## src/rtl/spi_slave_frontend.sv

```systemverilog
// SPI mode-0 slave front end: synchronizes the raw pins into the clk domain,
// detects SCLK edges, and shifts receive and transmit words MSB first.
module spi_slave_frontend #(
  parameter int dataWidth  = 8,
  parameter int countWidth = 3
) (
  input  logic                 clk,
  input  logic                 rstN,
  input  logic                 sclkIn,
  input  logic                 csIn,
  input  logic                 mosiIn,
  input  logic [dataWidth-1:0] txData,
  output logic                 misoOut,
  output logic                 sclkPosEdge,
  output logic                 sclkNegEdge,
  output logic                 sclk8PosEdge,
  output logic [dataWidth-1:0] rxData,
  output logic                 frameActive,
  output logic                 stateDbg
);

  typedef enum logic {
    IDLE   = 1'b0,
    ACTIVE = 1'b1
  } state_t;

  localparam logic [countWidth-1:0] LastBit = countWidth'(dataWidth - 1);

  state_t                 state;
  logic                   sclk_s1, sclk_s2, sclk_s3;
  logic                   cs_s1, cs_s2;
  logic                   mosi_s1, mosi_s2;
  logic                   sclk_rise, sclk_fall;
  logic [countWidth-1:0]  bit_count;
  logic [dataWidth-1:0]   rx_shift;
  logic [dataWidth-1:0]   tx_shift;

  // Chip select resets to its inactive (high) level so no frame starts out of reset.
  always_ff @(posedge clk or negedge rstN) begin
    if (!rstN) begin
      sclk_s1 <= 1'b0;
      sclk_s2 <= 1'b0;
      sclk_s3 <= 1'b0;
      cs_s1   <= 1'b1;
      cs_s2   <= 1'b1;
      mosi_s1 <= 1'b0;
      mosi_s2 <= 1'b0;
    end else begin
      sclk_s1 <= sclkIn;
      sclk_s2 <= sclk_s1;
      sclk_s3 <= sclk_s2;
      cs_s1   <= csIn;
      cs_s2   <= cs_s1;
      mosi_s1 <= mosiIn;
      mosi_s2 <= mosi_s1;
    end
  end

  assign sclk_rise = sclk_s2 & ~sclk_s3;
  assign sclk_fall = ~sclk_s2 & sclk_s3;

  // sclk8PosEdge is a valid-only strobe for rxData: there is no ready, the
  // word is held until the next completion and a late consumer simply misses it.
  always_ff @(posedge clk or negedge rstN) begin
    if (!rstN) begin
      state        <= IDLE;
      bit_count    <= '0;
      rx_shift     <= '0;
      rxData       <= '0;
      tx_shift     <= '0;
      misoOut      <= 1'b0;
      sclkPosEdge  <= 1'b0;
      sclkNegEdge  <= 1'b0;
      sclk8PosEdge <= 1'b0;
    end else begin
      sclkPosEdge  <= 1'b0;
      sclkNegEdge  <= 1'b0;
      sclk8PosEdge <= 1'b0;
      case (state)
        IDLE: begin
          misoOut <= 1'b0;
          if (!cs_s2) begin
            state     <= ACTIVE;
            bit_count <= '0;
            tx_shift  <= txData;
          end
        end
        ACTIVE: begin
          // A deasserting chip select outranks any SCLK edge seen in the same cycle.
          if (cs_s2) begin
            state     <= IDLE;
            bit_count <= '0;
            misoOut   <= 1'b0;
          end else begin
            misoOut <= tx_shift[dataWidth-1];
            if (sclk_rise) begin
              sclkPosEdge <= 1'b1;
              rx_shift    <= {rx_shift[dataWidth-2:0], mosi_s2};
              if (bit_count == LastBit) begin
                bit_count    <= '0;
                sclk8PosEdge <= 1'b1;
                rxData       <= {rx_shift[dataWidth-2:0], mosi_s2};
              end else begin
                bit_count <= bit_count + countWidth'(1);
              end
            end
            if (sclk_fall) begin
              sclkNegEdge <= 1'b1;
              // A zero count on a falling edge means a word just finished: fetch the next one.
              if (bit_count == '0) begin
                tx_shift <= txData;
              end else begin
                tx_shift <= {tx_shift[dataWidth-2:0], 1'b0};
              end
            end
          end
        end
        default: state <= IDLE;
      endcase
    end
  end

  assign frameActive = (state == ACTIVE);
  assign stateDbg    = state;

endmodule

```

## config.mk

```make
export PLATFORM = sky130hd
export DESIGN_NAME = spi_slave_frontend
export DESIGN_NICKNAME = d
export VERILOG_FILES = /design/src/rtl/spi_slave_frontend.sv
export SDC_FILE = /design/constraint.sdc
export NUM_CORES = 1
export LEC_CHECK = 0
export ABC_AREA = 1
export CORE_ASPECT_RATIO = 0.6
export CORE_MARGIN = 5
export CORE_UTILIZATION = 50
export CTS_CLUSTER_DIAMETER = 40
export CTS_CLUSTER_SIZE = 28
export DETAILED_ROUTE_END_ITERATION = 6
export PLACE_DENSITY = 0.78
export SYNTH_ARGS = -nofsm -noshare
export SYNTH_HDL_FRONTEND = slang
export SYNTH_SLANG_ARGS = --single-unit
```

## constraint.sdc

```tcl
create_clock -name clk -period 2.3 [get_ports clk]
set_input_delay 0.345 -clock clk [delete_from_list [all_inputs] [get_ports clk]]
set_output_delay 0.345 -clock clk [all_outputs]
set_load 0.02 [all_outputs]
```

==> summary by stage <==
Run status
The flow ran to the end, and the final reports show no timing, DRC or antenna violations.

Final layout
The count of cells in the finished layout, fillers not included, comes to 234. The number of antenna repair diodes is 0. The net count of the finished layout is 207. The layout cell share with drive strength beyond 1 is 0.115. The area growth from synthesis to final layout is 24.2%.

Clock tree
The H-tree generated during clock tree synthesis spans 2 levels. The clock tree root driver cell is clkbuf_8. The clock passes through at most 2 buffers.

The clock drives 38 sinks. The TritonCTS buffer count is 5. The clock tree from TritonCTS is yes.

The setup fix buffers added after clock tree synthesis is 0. The number of gates given a new drive strength after cts is 0. Buffers inserted to repair hold after CTS numbered 0.

Clock-pin slew was measured on the worst setup and hold paths at 70 ps. The later-pin clock latency in the skew report is 280 ps.

Min path
The type of the worst min-delay path is register to register. The hold path startpoint is cs_s1.

Route
The detailed-route DRC error count is 0. Summed over all layers, the routed wires come to 2.82 mm. The detailed router's first-iteration violation count is 47. After detailed routing, the average wire length per cell comes to 12.1 um. The first TritonRoute pass finished after 4 iterations.

For this block, the via count after detailed routing is 1118. Using the TritonRoute via totals, the vias-per-cell ratio works out to 4.78. In this run the remaining antenna-violating nets after routing total 0.

Logic synthesis
The netlist area before placement is 0.00157 mm^2. The synthesized area divided by synthesized cell count is 9.76 um^2. The synthesized instance count is 161. The number of warning messages in the yosys log is 0. The post-synthesis net count is 177. Of the synthesized area, sequential elements account for 0.607. The unique cell type count in the Yosys netlist is 19. Synthesis inferred 38 register bits.

Worst setup path
For this design, the slowest cell found on the critical path is clkdlybuf4s50_1. Among cell families on the critical path, the largest total delay comes from buffers and inverters. The termination of the worst setup path is stateDbg. The startpoint class of the critical path is a register. STA classifies the critical path endpoint as an output pin.

The startpoint identified for the worst register-to-register timing path is frameActive. The worst setup path is of the register to output pin kind. For the worst flop-to-flop path, the logic depth is 5. Data on the critical path arrives at its endpoint at 1600 ps. In this run the register-to-register setup slack is 700 ps.

In this run the worst setup path begins at frameActive. The data required time of the critical path is 1960 ps. The delay of the slowest cell on the worst path is 700 ps.

The number of buffers and inverters on the critical path is 1. The end of the worst register-to-register path is rxData[4]. The highest fanout seen on the critical path is 15. Traced cell by cell, the critical path runs through clkdlybuf4s50_1. In this run the number of cells on the critical path is 1.

Placed design
The congestion estimate from routability-driven global placement came to 0.755. The placed wire-length estimate after detailed placement is 2.03 mm. Before CTS, the worst setup slack after placement is 660 ps.

The total of buffers placed on input and output ports is 26. Once placement completed, the tool counted placed cells totaling 226.

Power and ir drop
The total power per unit cell area is 690 mW/mm^2. The analysis attributes to cell leakage a power of 0.993 nW. The worst-case vdd ir drop is 0.413 mV.

STA
The number of failing hold endpoints at the final stage is 0. Based on the critical path, the design can be clocked at up to 513 MHz. The max-slew headroom at the worst pin is 0.676. The smallest clock period supported by the final layout is computed as 1950 ps. After routing, the total negative slack on setup checks comes to 0 ps. The number of endpoints failing setup at the final stage is 0.

The worst hold slack after final layout is 358 ps. The number of slew-limit violations in the final report is 0. Dividing the final minimum period by the clock period gives 0.848. The worst setup skew after layout is 4.57 ps. The pin slew with the least headroom to its limit is 486 ps. Setup repair after global routing left no endpoint under its margin. Setup slack on the critical path of the routed design comes to 350 ps.

Die
The overall die area is 0.00440 mm^2. The vertical die dimension is 53.4 um. The region available for standard cell placement spans 0.00295 mm^2. The x dimension of the die is 82.4 um. The floorplan has 15 rows. The I/O pin count is 27. The initial utilization of the core area, before any placement, comes to 0.533.

Global routing
The overall track demand over capacity in global routing is 0.151. The maximum number of pins on one net before global-route repair is 39. The number of antenna violations at the first check in global routing is 0.

The wire length of the first global-routing pass is 4.80 mm. The number of global-route vias before repair is 1076. Global routing finished with a remaining overflow of 0.

Job
The tool flagged a number of max-cap violations equal to 0.
metrics by stage:
stage	total power, mW	util	area [um^2]
after CTS	1.36	0.662	1950
after global placement	0.891	0.631	1860
after floorplan	0.836	-	1570
final	1.35	0.662	1950
after global routing	1.42	0.662	1950
after detailed placement	0.900	0.631	1860
area by class of cell:
type                       instances  area, um^2
clock buffer                       7        86.3
clock inverter                     1        5.00
fill                             231         995
inverter                          23        86.3
multi-input combinational         96         500
sequential                        38         953
tap                               42        52.6
timing repair buffer              27         268
sequential cells by signal, indices dropped and copies added, names as in the netlist, 3 cells and up:
signal,count
bit_count,3
rxData,8
rx_shift,7
tx_shift,8
cells in the final DEF (no fill, tap or decap):
cell type / count
dfstp_2: 2
or2_2: 1
inv_2: 1
ha_1: 3
buf_4: 1
clkinv_2: 1
nor2_1: 2
clkdlybuf4s50_1: 26
nand2_4: 1
clkbuf_8: 6
nand2_1: 54
nor2_8: 1
nand3_1: 10
nand2_2: 1
o21ai_0: 8
dfrtp_1: 36
o21ai_2: 7
a21oi_1: 1
nand3b_1: 7
clkbuf_1: 1
inv_1: 22
logic make-up after synthesis:
group | synth area share
adders and majority gates | 0.0239
buffers and inverters | 0.0748
and+or+nand+nor | 0.227
AOI/OAI and AO/OA | 0.0677
DFF | 0.607
power breakdown:
group          internal, mW  total, mW  switching, mW  leakage, nW
clock                 0.242      0.460          0.218       0.0482
combinational        0.0580      0.137         0.0789        0.454
sequential            0.721      0.750         0.0297        0.491
metal layers:
metal	vias to the layer above	global-route usage	share of wire
met4	0	0.0773	0.017
li1	554	-	-
met3	4	0.0408	0.052
met2	31	0.257	0.49
met1	529	0.177	0.44
met5	-	0	0
cells in the mapped netlist:
cell type	instances	share of area
nor2_8	1	0.013
nand2_1	54	0.13
inv_2	1	0.0024
o21ai_2	7	0.039
nand3_1	10	0.032
nand2_2	1	0.0040
a21oi_1	1	0.0032
ha_1	3	0.024
dfstp_2	2	0.033
o21ai_0	8	0.025
buf_2	1	0.0032
buf_4	2	0.0096
nand2_4	1	0.0072
nand3b_1	7	0.033
dfrtp_1	36	0.57
buf_6	1	0.0072
or2_2	1	0.0040
nor2_1	2	0.0048
inv_1	22	0.053
worst min-delay path by stage:
| stage | to | slack (ps) | depth (start not counted) |
|---|---|---|---|
| after global routing | cs_s2 | 360 | 0 |
| after global placement | mosi_s2 | 340 | 0 |
| after floorplan | bit_count[0] | 50 | 0 |
| after CTS | mosi_s2 | 360 | 0 |
| after detailed placement | mosi_s2 | 340 | 0 |
| final | cs_s2 | 360 | 0 |
(Power assumes the default switching activity.)
